**src/rtl/reg_file_sb.sv**
```systemverilog
// reg_file_sb: parameterised register file with a hardwired zero register and
// an optional flag register. Both read ports bypass the same-cycle writeback.
// It also has a busy scoreboard for read-after-write hazard detection and a
// registered debug peek port.
module reg_file_sb #(
  parameter int DATA_W   = 16,
  parameter int ADDR_W   = 4,
  parameter bit FLAG_EN  = 1'b1,
  parameter int FLAG_REG = 8,
  localparam int N       = 1 << ADDR_W
) (
  input  logic              Clk,
  input  logic              Rst,
  input  logic              RegWre,
  input  logic [ADDR_W-1:0] WriteReg,
  input  logic [DATA_W-1:0] WriteData,
  input  logic [ADDR_W-1:0] Rs,
  input  logic [ADDR_W-1:0] Rt,
  output logic [DATA_W-1:0] ReadData1,
  output logic [DATA_W-1:0] ReadData2,
  input  logic              IssueValid,
  input  logic [ADDR_W-1:0] IssueReg,
  output logic              Hazard,
  output logic [N-1:0]      BusyMask,
  input  logic [ADDR_W-1:0] PeekAddr,
  output logic [DATA_W-1:0] RegPeek
);

  localparam logic [ADDR_W-1:0] FLAG_A = ADDR_W'(FLAG_REG);

  logic [N-1:0][DATA_W-1:0] regs_q;
  logic [N-1:0]             busy_q, busy_d;
  logic [DATA_W-1:0]        peek_q;
  logic [DATA_W-1:0]        wv;
  logic                     wr_en;
  logic                     hz1, hz2;

  // Effective write value: the flag register stores a zero-test of the data.
  always_comb begin
    wv = WriteData;
    if (FLAG_EN && (WriteReg == FLAG_A))
      wv = {{(DATA_W-1){1'b0}}, (WriteData == '0)};
  end

  // A write to register 0 is dropped, so that register stays zero.
  assign wr_en = RegWre && (WriteReg != '0);

  // Register array update. Reset takes priority over any write.
  always_ff @(posedge Clk) begin
    if (Rst)        regs_q <= '0;
    else if (wr_en) regs_q[WriteReg] <= wv;
  end

  // Read ports: register 0 reads zero, and a same-cycle writeback is forwarded.
  always_comb begin
    ReadData1 = regs_q[Rs];
    if (Rs == '0)                         ReadData1 = '0;
    else if (RegWre && (WriteReg == Rs)) ReadData1 = wv;
  end

  // Second read port, with the same priority as the first.
  always_comb begin
    ReadData2 = regs_q[Rt];
    if (Rt == '0)                         ReadData2 = '0;
    else if (RegWre && (WriteReg == Rt)) ReadData2 = wv;
  end

  // Scoreboard next state. A new issue beats a same-cycle write to the same register.
  always_comb begin
    busy_d = busy_q;
    for (int i = 1; i < N; i++) begin
      if (IssueValid && (IssueReg == ADDR_W'(i)))  busy_d[i] = 1'b1;
      else if (RegWre && (WriteReg == ADDR_W'(i))) busy_d[i] = 1'b0;
    end
    busy_d[0] = 1'b0;
  end

  // Scoreboard state. Reset discards any pending producers.
  always_ff @(posedge Clk) begin
    if (Rst) busy_q <= '0;
    else     busy_q <= busy_d;
  end

  // Hazard logic. A write landing this cycle clears the wait through the bypass.
  assign hz1 = (Rs != '0) && busy_q[Rs] && !(RegWre && (WriteReg == Rs));
  assign hz2 = (Rt != '0) && busy_q[Rt] && !(RegWre && (WriteReg == Rt));
  assign Hazard   = hz1 || hz2;
  assign BusyMask = busy_q;

  // Debug peek samples the array before any write lands (no bypass). Register 0 is always zero.
  always_ff @(posedge Clk) begin
    if (Rst) peek_q <= '0;
    else     peek_q <= regs_q[PeekAddr];
  end

  assign RegPeek = peek_q;

endmodule

```
**config.mk**
```make
export PLATFORM = sky130hd
export DESIGN_NAME = reg_file_sb
export DESIGN_NICKNAME = d
export VERILOG_FILES = /design/src/rtl/reg_file_sb.sv
export SDC_FILE = /design/constraint.sdc
export NUM_CORES = 1
export LEC_CHECK = 0
export ABC_AREA = 0
export CAP_MARGIN = 25
export CORE_ASPECT_RATIO = 0.7
export CORE_MARGIN = 2
export CORE_UTILIZATION = 65
export DETAILED_ROUTE_END_ITERATION = 8
export GPL_ROUTABILITY_DRIVEN = 1
export PLACE_DENSITY = 0.86
export SYNTH_ARGS = -nofsm -noshare
export SYNTH_HDL_FRONTEND = slang
export SYNTH_SLANG_ARGS = --single-unit
export TNS_END_PERCENT = 20
```
**constraint.sdc**
```tcl
create_clock -name Clk -period 4.6 [get_ports Clk]
set_input_delay 0.46 -clock Clk [delete_from_list [all_inputs] [get_ports Clk]]
set_output_delay 0.46 -clock Clk [all_outputs]
set_load 0.01 [all_outputs]
```
Yosys cells after proc, flatten, opt, wreduce, memory -nomap -nowiden
Cells that the tools add are included.
{ "totals": {"reg_bits": 288, "latchBits": 0, "ramBits": 0, "rom_bits": 0, "in_bits": 40, "output_inout_bits": 65, "n_memories": 0} }
{ "op_classes": {"addsub": 0, "n_mul": 0, "div": 0, "magnitude_cmp": 5, "eq_ne": 32, "shifts": 0, "muxes": 48, "n_bitwise": 0, "n_reduce_logical": 62} }
{ "ops": {"columns": ["cell", "count"], "rows": [
  ["$bwmux W256", 1],
  ["$bmux W16 S4", 3],
  ["$mux W16", 9],
  ["$demux W16 S4", 1],
  ["$eq A4 B4 Y1 const B", 16],
  ["$logic_and A1 B1 Y1", 38],
  ["$eq A4 B3 Y1 const B", 8],
  ["$mux W1", 32],
  ["$reduce_bool A2 Y1", 15],
  ["$lt A4 B5 Y1 const B", 4],
  ["$eq A4 B2 Y1 const B", 4],
  ["$logic_not A16 Y1", 1],
  ["$reduce_bool A4 Y1", 3],
  ["$bmux W1 S4", 2],
  ["$eq A4 B1 Y1 const B", 2],
  ["$eq A4 B4 Y1", 2],
  ["$logic_not A4 Y1", 2],
  ["$ge A4 B1 Y1 const B", 1],
  ["$logic_not A1 Y1", 2],
  ["$logic_or A1 B1 Y1", 1]
]} }

Longest topological paths before layout
{ "depth": {"depth_word": 5, "depth_mapped": 9, "ltp_nobuf": 5} }

Worst setup path before layout
Ideal clock, no wire load.
{ "synth_timing": {"path_type": "input to output", "startpoint": "input Rt[3]", "endpoint": "output ReadData2[11]", "arrival_ps": 1935, "t_required_ps": 4140, "slack_ps": 2205, "cell_stages": 8, "n_path_buf": 3, "path_cell_list": "buf_2 buf_4 buf_2 mux4_2 mux2i_1 nor2_1 a21oi_1 o22ai_1"} }
{ "synth_between": {"elab_chain_len": 4} }
{ "synth_lines": {"columns": ["element", "line_no", "source"], "rows": [
  ["from (decl)", "18", "input logic [ADDR_W-1:0] Rt,"],
  ["$bmux W16 S4 / $eq A4 B4 Y1 (equally long branches)", "63, 65", null],
  ["$mux W16 (not written as such) / $logic_and A1 B1 Y1 (equally long branches)", "63, 65", null],
  ["$mux W16", "65", "else if (RegWre && (WriteReg == Rt)) ReadData2 = wv;"],
  ["$mux W16 (*)", "64", "if (Rt == '0) ReadData2 = '0;"],
  ["to (decl)", "20", "output logic [DATA_W-1:0] ReadData2,"]
]} }
Mark *: on every way between the ends. The rest lies on a longest branch, timed or not. The select of a mux whose other input is x is not followed.

Final worst setup path
{ "layout_timing": {"startpoint": "input Rs[3]", "endpoint": "output ReadData1[2]"} }
{ "layout_between": {"elab_chain_len": 4} }
{ "layout_lines": {"columns": ["element", "line_no", "source"], "rows": [
  ["from (decl)", "17", "input logic [ADDR_W-1:0] Rs,"],
  ["$bmux W16 S4 / $eq A4 B4 Y1 (equally long branches)", "56, 58", null],
  ["$mux W16 (not written as such) / $logic_and A1 B1 Y1 (equally long branches)", "56, 58", null],
  ["$mux W16", "58", "else if (RegWre && (WriteReg == Rs)) ReadData1 = wv;"],
  ["$mux W16 (*)", "57", "if (Rs == '0) ReadData1 = '0;"],
  ["to (decl)", "19", "output logic [DATA_W-1:0] ReadData1,"]
]} }
Marks and branches as above.

==> impl_metrics.py <==
metrics = {
    "drt": {
        "viasPerCell": 7.48,
        "drc": 0,
        "totalWireLength_mm": 58.6,
        "vias": 15700,
        "initialDrtViolationCount": 2878,
        "dr.pass1.iters": 6,
        "post_drt_wl_per_cell_microns": 27.9,
        "ant_nets": 0,
    },
    "critical_path": {
        "reg2reg_from": "regs_q[80]",
        "cp_data_arrival_time_ps": 3360,
        "cp_max_fo": 9,
        "regToRegSetupSlack_ps": 2830,
        "worstRegToRegCells": 3,
        "crit_slowest_cell": "clkdlybuf4s50_1",
        "start_kind": "input port",
        "worstReg2RegEnd": "RegPeek[0]",
        "required_ps": 4140,
        "crit_chain": "clkdlybuf4s50_1 -> buf_4 -> nor2b_1 -> buf_4 -> a22oi_1 -> a21oi_1 -> a31o_1 -> clkdlybuf4s50_1",
        "crit_type": "in2out",
        "worst_setup_path_end_kind": "output pin",
        "cpPeakStageDelay_ps": 790,
    },
    "clock_network": {
        "htreeDepth": 1,
        "cts_buffers": 28,
        "post-cts-setup-buffers": 0,
        "cts_tree": "built",
        "cts-resized-gates": 0,
        "clockBufferDepth": 3,
        "clock_sinks": 287,
        "cts_root_buf": "clkbuf_16",
        "path_clk_slew_ps": 70,
        "clock_latency_ps": 570,
        "hold_buffers": 0,
    },
    "place": {
        "detailedPlace.worstSlack_ps": 1000,
        "numPortBuffers": 103,
        "dpl.hpwl_mm": 36.0,
        "dpl_cell_area_sq_um": 17700,
        "finalWeightedCongestion": 0.981,
    },
    "logic_synthesis": {
        "yosys-top-cells-area": "dfxtp_1 35%, mux4_2 27%, a21oi_1 7.7%",
        "syn_area_sq_um": 16600,
        "synth_edf_count": 0,
        "synth_top_area_cell": "dfxtp_1",
        "synth_cells": 1734,
        "syn_area_per_cell_sq_um": 9.57,
        "synthFlopType": "dfxtp_1",
        "async_reset_ff_share_pct": 0,
        "synth_top_cell_area_share_pct": 34.6,
        "synth_seq_area_share_pct": 34.6,
        "ys_seq_elements": 287,
        "yosysUniqueCellTypes": 51,
        "syn-num-nets": 1774,
        "synth_warnings": 0,
    },
    "power_and_ir_drop": {
        "seqPwrFrac_pct": 42.4,
        "switching_share_pct": 25.0,
        "powerDensity_nw_per_um2": 319,
        "power_switching_uw": 1510,
        "leakage_uw": 0.00658,
        "intPower_uw": 4510,
        "peakVddDrop_mv": 0.315,
        "comb_power_share_pct": 11.0,
        "power_frac_clock_pct": 46.6,
    },
    "floorplan": {
        "dieArea_sq_um": 26800,
        "die_x_microns": 195,
        "die_h_microns": 138,
        "initial_core_util_pct": 66.7,
        "rows": 48,
        "core_sq_um": 24900,
        "io_pins": 105,
    },
    "final_layout": {
        "final_common_cell": "dfxtp_1",
        "design_area_sq_um": 18900,
        "syn_to_final_growth_pct": 13.7,
        "fin_nets": 1793,
        "fin_util_pct": 75.8,
        "drive_above_1_share_pct": 20.5,
        "n_antenna_cell": 0,
        "final_cell_mix": "287 x dfxtp_1, 268 x nand2_1, 256 x a21oi_1",
    },
    "hold_path": {
        "hold_depth": 2,
        "min_to": "regs_q[64]",
        "min_path_type": "in2reg",
        "hold_start": "Rst",
    },
    "timing": {
        "fin_crit_ps": 3820,
        "final_hold_viol_count": 0,
        "finalWorstSetupSlack_ps": 779,
        "maxSlewHeadroom_pct": 21.6,
        "period_share_pct": 83.1,
        "rsz0062_at_grt": "no",
        "holdWs_ps": 126,
        "maxSlewViolCount": 0,
        "worst_slew_pin_slew_ps": 1170,
        "setup_violations": 0,
        "max_freq_mhz": 262,
        "fin_worst_skew_ps": 11.9,
        "fin_tns_setup_ps": 0,
    },
    "global_routing": {
        "gr-total-overflow": 0,
        "antenna_found_initial": 0,
        "track_usage_pct": 43.9,
        "grt_max_degree": 160,
        "grt_pass1_wl_mm": 88.3,
        "grt_pass1_vias": 15000,
    },
    "status": {
        "outcome": "finished, final reports clean",
    },
    "job": {
        "max-cap-violations": 0,
    },
}
==> registers in the layout (all words and copies together) (netlist names) <==
name,count
BusyMask,15
RegPeek,16
regs_q,256
==> stage by stage <==
stage | power [uW] | instances
floorplan | 3010 | 1734
global placement | 3210 | 2045
detailed placement | 3230 | 2046
CTS | 5970 | 2098
global route | 6120 | 2100
finish | 6010 | 2100
==> synthesized netlist by cell type, types with 18 or more instances <==
master and number:
a21oi_1 256, and2_1 28, o22ai_1 18, nor2b_1 40, nand2_1 272, mux2i_1 50
dfxtp_1 287, mux4_2 200, a22oi_1 27, mux2_2 25, clkbuf_1 96, buf_2 35
nor2_1 245
==> cell type report <==
class / count / area [sq um]
Tap cell: 325 / 407
Clock buffer: 34 / 764
Timing Repair Buffer: 158 / 1510
Inverter: 2 / 7.51
Sequential cell: 287 / 5750
Multi-Input combinational cell: 1276 / 10100
Clock inverter: 18 / 347
Fill cell: 1627 / 6010
==> how the worst max path moves through the flow <==
stage | start | endpoint | slack, ps
2_1_floorplan | Rt[3] | ReadData2[11] | 2210
3_3_place_gp | WriteReg[1] | ReadData1[0] | 1070
3_5_place_dp | WriteReg[1] | ReadData2[6] | 1000
4_1_cts | Rs[3] | ReadData1[14] | 940
5_1_grt | WriteReg[1] | ReadData2[6] | 790
6_report | Rs[3] | ReadData1[2] | 780
==> power by group through the flow <==
stage	logic [uW]	clock network [uW]	registers, uW
3_3_place_gp	613	0	2600
3_5_place_dp	627	0	2600
5_1_grt	686	2880	2550
4_1_cts	633	2790	2540
6_report	662	2800	2550
2_1_floorplan	420	0	2590
==> logic make-up (layout without fill, tap and decap cells) <==
logic type,Yosys count,after routing,synth area share [%]
simple gates,630,630,16.0
buf+inv,171,212,4.71
flops,287,287,34.6
xor+xnor,7,7,0.370
mux,275,275,31.9
other cells,1,1,0.0226
compound gates,363,363,12.4
==> critical path, delay by kind of cell <==
kind | cells | cell delay, ps
AND/OR/NAND/NOR | 1 | 620
AO/OA/AOI/OAI | 3 | 410
buffers and inverters | 4 | 1860
==> routing by layer <==
metal / routed length (microns) / global-route usage, % / share of wire, %
met4: 3880 / 23.8 / 6.6
met2: 24400 / 64.9 / 42
met1: 19500 / 56.1 / 33
met5: 0 / 0.370 / 0
met3: 10800 / 17.0 / 18
No activity file was read; power rests on OpenSTA's default activity.
